[src/rtl/keypad_scan_ctrl.sv]
// 4x4 matrix keypad scanner: column rotation, press/release debounce, one event per press,
// two-digit history. Defining KEYPAD_REPEAT_EN adds auto-repeat while a key is held.
module keypad_scan_ctrl #(
    parameter int SCAN_CYCLES     = 1000,
    parameter int DEBOUNCE_CYCLES = 50000
`ifdef KEYPAD_REPEAT_EN
    ,
    parameter int REPEAT_CYCLES   = 10_000_000
`endif
) (
    input  logic       int_osc,
    input  logic       reset,
    input  logic [3:0] rows,
    output logic [3:0] cols,
    output logic       key_valid,
    output logic [3:0] key_code,
    output logic [3:0] digit_l,
    output logic [3:0] digit_r,
    output logic [1:0] state_dbg
);

    localparam int CNT_MAX = (SCAN_CYCLES > DEBOUNCE_CYCLES) ? SCAN_CYCLES : DEBOUNCE_CYCLES;
    localparam int CNT_W   = $clog2(CNT_MAX);
    localparam logic [CNT_W-1:0] SCAN_LAST = CNT_W'(SCAN_CYCLES - 1);
    localparam logic [CNT_W-1:0] DEB_LAST  = CNT_W'(DEBOUNCE_CYCLES - 1);
    localparam logic [3:0]       ROWS_IDLE = 4'b1111;

    typedef enum logic [1:0] {
        ST_SCAN     = 2'd0,
        ST_DEBOUNCE = 2'd1,
        ST_HELD     = 2'd2,
        ST_RELEASE  = 2'd3
    } state_e;

    state_e           state_q, state_d;
    logic [3:0]       rows_meta_q, rows_s_q;
    logic [CNT_W-1:0] cnt_q, cnt_d;
    logic [1:0]       col_idx_q, col_idx_d;
    logic [3:0]       row_pat_q, row_pat_d;
    logic [3:0]       key_code_q, digit_l_q, digit_r_q;
    logic             key_valid_q;
    logic             emit;
    logic [3:0]       emit_code;
    logic             rows_idle, rows_match, scan_last, deb_last;

`ifdef KEYPAD_REPEAT_EN
    localparam int REP_W = $clog2(REPEAT_CYCLES);
    localparam logic [REP_W-1:0] REP_LAST = REP_W'(REPEAT_CYCLES - 1);
    logic [REP_W-1:0] rep_cnt_q, rep_cnt_d;
`endif

    // Lowest-index low row wins when several rows are pulled down together.
    function automatic logic [3:0] key_lookup(input logic [3:0] pat, input logic [1:0] col);
        logic [1:0] row;
        logic [3:0] code;
        if (!pat[0])      row = 2'd0;
        else if (!pat[1]) row = 2'd1;
        else if (!pat[2]) row = 2'd2;
        else              row = 2'd3;
        case ({row, col})
            4'h0: code = 4'h1;
            4'h1: code = 4'h2;
            4'h2: code = 4'h3;
            4'h3: code = 4'hA;
            4'h4: code = 4'h4;
            4'h5: code = 4'h5;
            4'h6: code = 4'h6;
            4'h7: code = 4'hB;
            4'h8: code = 4'h7;
            4'h9: code = 4'h8;
            4'hA: code = 4'h9;
            4'hB: code = 4'hC;
            4'hC: code = 4'hE;
            4'hD: code = 4'h0;
            4'hE: code = 4'hF;
            default: code = 4'hD;
        endcase
        return code;
    endfunction

    always_ff @(posedge int_osc or posedge reset) begin
        if (reset) begin
            rows_meta_q <= ROWS_IDLE;
            rows_s_q    <= ROWS_IDLE;
        end else begin
            rows_meta_q <= rows;
            rows_s_q    <= rows_meta_q;
        end
    end

    assign rows_idle  = (rows_s_q == ROWS_IDLE);
    assign rows_match = (rows_s_q == row_pat_q);
    assign scan_last  = (cnt_q == SCAN_LAST);
    assign deb_last   = (cnt_q == DEB_LAST);

    always_ff @(posedge int_osc or posedge reset) begin
        if (reset) state_q <= ST_SCAN;
        else       state_q <= state_d;
    end

    always_comb begin
        state_d = state_q;
        case (state_q)
            ST_SCAN:     if (scan_last && !rows_idle) state_d = ST_DEBOUNCE;
            ST_DEBOUNCE: begin
                if (!rows_match)   state_d = ST_SCAN;
                else if (deb_last) state_d = ST_HELD;
            end
            ST_HELD:     if (rows_idle) state_d = ST_RELEASE;
            ST_RELEASE: begin
                if (!rows_idle)    state_d = ST_HELD;
                else if (deb_last) state_d = ST_SCAN;
            end
            default:     state_d = ST_SCAN;
        endcase
    end

    // Counter is cleared on every state change, so each state counts from zero.
    always_comb begin
        cnt_d     = cnt_q;
        col_idx_d = col_idx_q;
        row_pat_d = row_pat_q;
        emit      = 1'b0;
        emit_code = key_lookup(row_pat_q, col_idx_q);
`ifdef KEYPAD_REPEAT_EN
        rep_cnt_d = '0;
`endif
        case (state_q)
            ST_SCAN: begin
                if (scan_last) begin
                    cnt_d = '0;
                    if (!rows_idle) row_pat_d = rows_s_q;
                    else            col_idx_d = col_idx_q + 2'd1;
                end else begin
                    cnt_d = cnt_q + 1'b1;
                end
            end
            ST_DEBOUNCE: begin
                if (!rows_match) begin
                    cnt_d     = '0;
                    col_idx_d = col_idx_q + 2'd1;
                end else if (deb_last) begin
                    cnt_d = '0;
                    emit  = 1'b1;
                end else begin
                    cnt_d = cnt_q + 1'b1;
                end
            end
            ST_HELD: begin
                cnt_d = '0;
`ifdef KEYPAD_REPEAT_EN
                if (!rows_idle) begin
                    if (rep_cnt_q == REP_LAST) begin
                        emit      = 1'b1;
                        emit_code = key_code_q;
                    end else begin
                        rep_cnt_d = rep_cnt_q + 1'b1;
                    end
                end
`endif
            end
            ST_RELEASE: begin
                if (!rows_idle) begin
                    cnt_d = '0;
                end else if (deb_last) begin
                    cnt_d     = '0;
                    col_idx_d = col_idx_q + 2'd1;
                end else begin
                    cnt_d = cnt_q + 1'b1;
                end
            end
            default: cnt_d = '0;
        endcase
    end

    always_ff @(posedge int_osc or posedge reset) begin
        if (reset) begin
            cnt_q       <= '0;
            col_idx_q   <= 2'd0;
            row_pat_q   <= ROWS_IDLE;
            key_valid_q <= 1'b0;
            key_code_q  <= 4'h0;
            digit_l_q   <= 4'h0;
            digit_r_q   <= 4'h0;
        end else begin
            cnt_q       <= cnt_d;
            col_idx_q   <= col_idx_d;
            row_pat_q   <= row_pat_d;
            key_valid_q <= emit;
            if (emit) begin
                key_code_q <= emit_code;
                digit_l_q  <= digit_r_q;
                digit_r_q  <= emit_code;
            end
        end
    end

`ifdef KEYPAD_REPEAT_EN
    always_ff @(posedge int_osc or posedge reset) begin
        if (reset) rep_cnt_q <= '0;
        else       rep_cnt_q <= rep_cnt_d;
    end
`endif

    assign cols      = ~(4'b0001 << col_idx_q);
    assign key_valid = key_valid_q;
    assign key_code  = key_code_q;
    assign digit_l   = digit_l_q;
    assign digit_r   = digit_r_q;
    assign state_dbg = state_q;

endmodule

[config.mk]
export PLATFORM = sky130hd
export DESIGN_NAME = keypad_scan_ctrl
export DESIGN_NICKNAME = d
export VERILOG_FILES = /design/src/rtl/keypad_scan_ctrl.sv
export SDC_FILE = /design/constraint.sdc
export NUM_CORES = 1
export LEC_CHECK = 0
export CORE_ASPECT_RATIO = 1.25
export CORE_MARGIN = 1
export CORE_UTILIZATION = 59
export DETAILED_ROUTE_END_ITERATION = 6
export GPL_TIMING_DRIVEN = 0
export PLACE_DENSITY = 0.81
export SYNTH_ARGS = -nofsm -noshare
export SYNTH_HDL_FRONTEND = slang
export SYNTH_SLANG_ARGS = --single-unit
[constraint.sdc]
create_clock -name int_osc -period 4.65 [get_ports int_osc]
set_input_delay 0.6975 -clock int_osc [delete_from_list [all_inputs] [get_ports int_osc]]
set_output_delay 0.6975 -clock int_osc [all_outputs]
set_load 0.02 [all_outputs]
==> run summary, run 1 <==
switching share of total power - 21.4%
Max stage delay cell, worst path - clkdlybuf4s50_1
Die Y - 68.2 um
Internal Power - 0.472 mW
vias per std cell - 5.59
Async S/R FF share, synth - 100%
CP max FO - 6
Post-Place Cell Area - 0.00235 mm^2
full die area - 0.00374 mm^2
Port Buf Inserts - 24
first-pass GRT wire length - 6.57 mm
Area growth, synth to finish - 18.0%
# hold bufs at CTS - 0
Slew HR - 46.2%
Die X-Extent - 54.9 um
clock skew - 0.00675 ns
syn nets - 203
Finished Layout Cells - 259
PnR Total Power - 0.600 mW
Num CTS Buffers - 5
P_sw - 0.128 mW
top cell type's share of synthesized area - 35.1%
Power per Cell Area - 246 mW/mm^2
CTS root buffer - clkbuf_8
Pre-Repair DR Iteration Count - 4
fin area - 0.00244 mm^2
number of global-route vias before repair - 1485
Max Cap Violations - 0
core area - 0.00328 mm^2
Tmin final - 2.51 ns
post-synth top area cell - dfrtp_1
H-tree depth - 2
Synth Warn # - 0
Post-DP HPWL - 2.91 mm
Routed WL per cell - 15.2 um
clock slew at reported path FFs - 0.08 ns
Crit path max-delay family - buffers and inverters
post-CTS sizing - 0
antenna-violating nets left - 0
outcome - finished, final reports clean
ratio of cells with drive above 1 in the final layout - 21.6%
final hold vios - 0
CP most frequent cell - inv_1
Worst-Margin Slew - 0.806 ns
Syn Area/Cell - 10.9 um^2
worst min path class - reg -> reg
# setup viols final - 0
fillers - 234
post-synthesis sequential area ratio - 50.4%
drc violations - 0
Buf/Inv on CP - 3
Fmax achieved - 0.398 GHz
Max VDD drop - 0.247 mV
via count - 1447
Multi-input gate area - 923 um^2
Lkg Pwr - 1.06 nW
largest net degree at the start of global routing - 42
CTS tree - yes
Placer Congestion - 0.849
Final Max Slew Viols - 0
final hold slack - 0.350 ns
clock sinks - 41
RSZ-0062 raised after global routing - false
initial antenna violation count - 0
clock tree buffer depth - 2
Post-Syn Area - 0.00207 mm^2
Initial Util - 63.0%
Worst Path Required - 3.95 ns
period utilization - 54.0%
Register Area - 0.00104 mm^2
global route total overflow - 0
crit start category - flop
clock power share - 36.8%
Crit Path Category - reg -> out
FF+latch count, synth - 41
Setup TNS - 0 ns
most frequent cells in the layout - 29 x nor2_1, 29 x dfrtp_1, 24 x clkdlybuf4s50_1, 13 x xnor2_1, 13 x nand2_1
power share of the combinational group - 2.3%
setup bufs post-CTS - 0
iteration-0 DRC count of the detailed router - 29
site row count - 23
Synth Flop Type - dfrtp_1
Total GRT Usage - 25.0%
overall routed net length - 3.94 mm
critical path cell sequence - inv_1 > ha_1 > inv_1 > clkdlybuf4s50_1
clock insertion delay at the later pin of the skew report - 0.29 ns
IO Count - 25
synth unique cells - 36
EDFF count, synth - 0
max incr delay on CP - 0.59 ns
nets - 234
crit end category - output port
Critical Path AT - 1.81 ns
placed cell count - 251
Area contributors post-synth - dfrtp_1 35%, dfstp_2 15%, xnor2_1 5.5%
# diodes - 0
Synth Instances - 190
sequential group share of total power - 60.9%
## area by class of cell
cell class | count | area share, %
well taps | 37 | 1.90
repair buffers | 24 | 9.85
clock buffers | 5 | 2.82
multi-input cells | 130 | 37.9
plain buffers | 10 | 2.77
inverters | 9 | 1.39
clock inverters | 3 | 0.718
flip-flops and latches | 41 | 42.7
## through the flow
stage / util (%) / worst slack [ns]
after floorplan: - / 2.86
after global placement: 71.7 / 2.30
after detailed placement: 71.7 / 2.46
after CTS: 74.3 / 2.13
after global routing: 74.3 / 2.05
final: 74.3 / 2.14
## state kept, by name (all words and copies together) (netlist names), 2 cells and up
name / cells
rows_s_q: 4
state_dbg: 2
col_idx_q: 2
cnt_q: 16
rows_meta_q: 4
digit_l: 4
digit_r: 4
row_pat_q: 4
## synthesized netlist by cell type, types with 3 or more instances
library cell  instances
a21oi_1               9
and3_1                5
buf_2                 3
buf_4                 5
dfrtp_1              29
dfstp_2              12
ha_1                  7
inv_1                 9
mux2_2                9
mux2i_1               3
nand2_1              13
nand3_1               5
nand4_1               4
nor2_1               29
o21ai_0               4
xnor2_1              13
xor2_1                6
## power by group through the flow
stage                     Clock, mW  Combinational (mW)  Sequential, mW
after CTS                     0.228              0.0147           0.365
after floorplan                   0             0.00806           0.371
after global routing          0.246              0.0162           0.366
after global placement            0              0.0138           0.372
final                         0.221              0.0140           0.365
after detailed placement          0              0.0146           0.372
## final timing paths
path	start	endpoint	slack (ns)	cells after the start
hold / removal	rows_meta_q[2]$_DFF_PP1_	rows_s_q[2]$_DFF_PP1_	0.35	0
max in group asynchronous	reset	digit_l[1]$_DFFE_PP0P_	3.25	2
setup / recovery	col_idx_q[0]$_DFFE_PP0P_	cols[0]	2.14	4
hold reg to reg	rows_meta_q[2]$_DFF_PP1_	rows_s_q[2]$_DFF_PP1_	0.35	0
min in group asynchronous	reset	state_dbg[0]$_DFFE_PP0P_	0.89	2
setup reg to reg	row_pat_q[1]$_DFFE_PP1P_	cnt_q[3]$_DFF_PP0_	2.67	7
## per-layer routing
metal,GRT usage (%),vias up,share of wire [%]
met5,0,-,0
met4,9.06,0,1.1
met3,5.56,6,2.7
met2,46.5,29,57
met1,26.6,719,39
li1,-,693,-
## cell families after synthesis
group / share of synthesized area (%)
DFF: 50.4
muxes: 6.91
adders and majority gates: 4.24
xor gates and xnor gates: 8.06
buffers and inverters: 4.91
AOI/OAI and AO/OA: 4.60
and+or+nand+nor: 20.9
## worst register-to-register path, stage by stage, from the launching register on
cell,delay [ns]
dfstp_2,0.52
buf_2,0.20
xnor2_1,0.14
nand3_1,0.19
o21ai_1,0.33
a21oi_2,0.17
buf_4,0.20
nor2_1,0.15
(Power assumes the default switching activity.)
==> run 2, diff against run 1 <==
--- a/config.mk
+++ b/config.mk
@@ -7,10 +7,10 @@
 export LEC_CHECK = 0
 export CORE_ASPECT_RATIO = 1.25
 export CORE_MARGIN = 1
-export CORE_UTILIZATION = 59
+export CORE_UTILIZATION = 50
 export DETAILED_ROUTE_END_ITERATION = 6
 export GPL_TIMING_DRIVEN = 0
-export PLACE_DENSITY = 0.81
+export PLACE_DENSITY = 0.73
 export SYNTH_ARGS = -nofsm -noshare
 export SYNTH_HDL_FRONTEND = slang
 export SYNTH_SLANG_ARGS = --single-unit
==> constraint.sdc (replaced) <==
create_clock -name int_osc -period 2.2 [get_ports int_osc]
set_input_delay 0.33 -clock int_osc [delete_from_list [all_inputs] [get_ports int_osc]]
set_output_delay 0.33 -clock int_osc [all_outputs]
set_load 0.02 [all_outputs]
==> run 2 against run 1 <==
Net effect:
- clock power grew 130%
- combinational power grew 110%
- via count shrank 0.76%
- flip-flop and latch count is the same
- critical path type unchanged
==> run summary, run 2 (synthesis gave the netlist of run 1 again) <==
Setup TNS - 0 ns
clock tree buffer depth - 2
worst min path class - reg -> reg
ratio of cells with drive above 1 in the final layout - 22.1%
CTS root buffer - clkbuf_8
nets - 234
Critical Path Start - col_idx_q[1]$_DFFE_PP0P_
number of global-route vias before repair - 1433
Pre-Repair DR Iteration Count - 4
worst hold path startpoint - rows_meta_q[0]$_DFF_PP1_
Critical Path AT - 1.77 ns
max FFs per register - 16
placed cell count - 268
Initial Util - 53.3%
site row count - 25
Worst Hold End - rows_s_q[0]$_DFF_PP1_
Worst-Margin Slew - 0.814 ns
Power per Cell Area - 533 mW/mm^2
most used routing layer - met2
Die Y - 73.9 um
routing usage on met3 - 4.23%
first-pass GRT wire length - 6.60 mm
CTS tree - yes
commonest non-fill, non-tap cell in the layout - nor2_1
clock sinks - 41
GR met2 Demand/Resource - 38.2%
Routed WL per cell - 13.9 um
# diodes - 0
final hold vios - 0
# hold bufs at CTS - 0
Critical R2R Capture - col_idx_q[1]$_DFFE_PP0P_
# setup viols final - 0
RSZ-0062 raised after global routing - false
CP most frequent cell - inv_1
Num CTS Buffers - 5
IO Count - 25
largest reg by FF count - cnt_q
CP max FO - 7
Max stage delay cell, worst path - clkdlybuf4s50_1
largest net degree at the start of global routing - 42
Area growth, synth to finish - 19.6%
Max Cap Violations - 0
Slew HR - 45.6%
crit end category - output port
Port Buf Inserts - 24
crit start category - flop
Placer Congestion - 0.833
clock insertion delay at the later pin of the skew report - 0.30 ns
H-tree depth - 2
iteration-0 DRC count of the detailed router - 59
Post-DP HPWL - 2.91 mm
setup bufs post-CTS - 0
max incr delay on CP - 0.59 ns
r2r startpoint - cnt_q[0]$_DFF_PP0_
Tmin final - 2.10 ns
vias per std cell - 5.20
Max VDD drop - 0.465 mV
overall routed net length - 3.84 mm
antenna-violating nets left - 0
Final Max Slew Viols - 0
Lkg Pwr - 1.07 nW
drc violations - 0
Crit path max-delay family - buffers and inverters
full die area - 0.00439 mm^2
Die X-Extent - 59.5 um
Finished Layout Cells - 276
FF-to-FF path depth - 6
Buf/Inv on CP - 3
initial antenna violation count - 0
via count - 1436
FF-to-FF setup slack - 0.21 ns
Total GRT Usage - 20.6%
clock skew - 0.0102 ns
Fmax achieved - 0.477 GHz
fillers - 353
global route total overflow - 0
Worst Path Required - 1.87 ns
most frequent cells in the layout - 29 x nor2_1, 28 x dfrtp_1, 24 x clkdlybuf4s50_1, 13 x xnor2_1, 13 x nand2_1
outcome - finished, final reports clean
critical path cell sequence - inv_1 > ha_1 > inv_1 > clkdlybuf4s50_1
clock slew at reported path FFs - 0.08 ns
period utilization - 95.4%
GRT met1 Usage - 22.2%
Crit Path Category - reg -> out
Worst Hold Path Cells - 0
core area - 0.00388 mm^2
==> run 2: through the flow <==
| stage | power [mW] | instance area, um^2 | worst slack, ns | util [%] | hold slack (ns) |
|---|---|---|---|---|---|
| after floorplan | 0.802 | 2070 | 0.414 | - | 0.334 |
| after global placement | 0.815 | 2370 | 0.204 | 61.2 | 0.347 |
| after detailed placement | 0.818 | 2370 | 0.209 | 61.2 | 0.347 |
| after CTS | 1.33 | 2470 | 0.0888 | 63.7 | 0.359 |
| after global routing | 1.35 | 2470 | 0.0420 | 63.7 | 0.363 |
| final | 1.32 | 2470 | 0.102 | 63.7 | 0.358 |
==> run 2: repair_timing <==
action	4_1_cts	5_1_grt
endpoints found under the hold margin	0	0
setup endpoints to repair	0	1
gates resized for setup	0	1
==> run 2: worst max path at each step <==
stage	endpoint	slack, ns	cells past startpoint
floorplan	col_idx_q[1]$_DFFE_PP0P_	0.41	6
global placement	digit_l[2]$_DFFE_PP0P_	0.20	2
detailed placement	col_idx_q[1]$_DFFE_PP0P_	0.21	6
CTS	cols[0]	0.09	4
global route	cols[1]	0.04	4
finish	cols[1]	0.10	4
==> run 2: area by class of cell <==
cell class | count | area (um^2) | share of cell area, %
plain buffers | 10 | 67.6 | 2.73
clock buffers | 6 | 82.6 | 3.34
clock inverters | 2 | 13.8 | 0.557
inverters | 9 | 33.8 | 1.37
multi-input cells | 130 | 923 | 37.4
flip-flops and latches | 41 | 1040 | 42.2
well taps | 54 | 67.6 | 2.73
repair buffers | 24 | 240 | 9.72
==> run 2: where the power goes <==
group / switching, mW / leakage (nW) / total [mW] / internal (mW)
logic: 0.0185 / 0.504 / 0.0300 / 0.0115
registers: 0.00569 / 0.515 / 0.773 / 0.767
clock network: 0.260 / 0.0512 / 0.514 / 0.254
==> run 2: metal layers <==
layer	routed length, um	share of wire, %
met5	0	0
met4	73	1.9
met3	96	2.5
met2	2170	57
met1	1490	39
==> run 3, diff against run 2 <==
--- a/config.mk
+++ b/config.mk
@@ -9,6 +9,7 @@
 export CORE_MARGIN = 1
 export CORE_UTILIZATION = 50
 export DETAILED_ROUTE_END_ITERATION = 6
+export GPL_ROUTABILITY_DRIVEN = 0
 export GPL_TIMING_DRIVEN = 0
 export PLACE_DENSITY = 0.73
 export SYNTH_ARGS = -nofsm -noshare
==> results of run 3 <==
No change in the layout: final DEF, timing and power equal those of run 2.
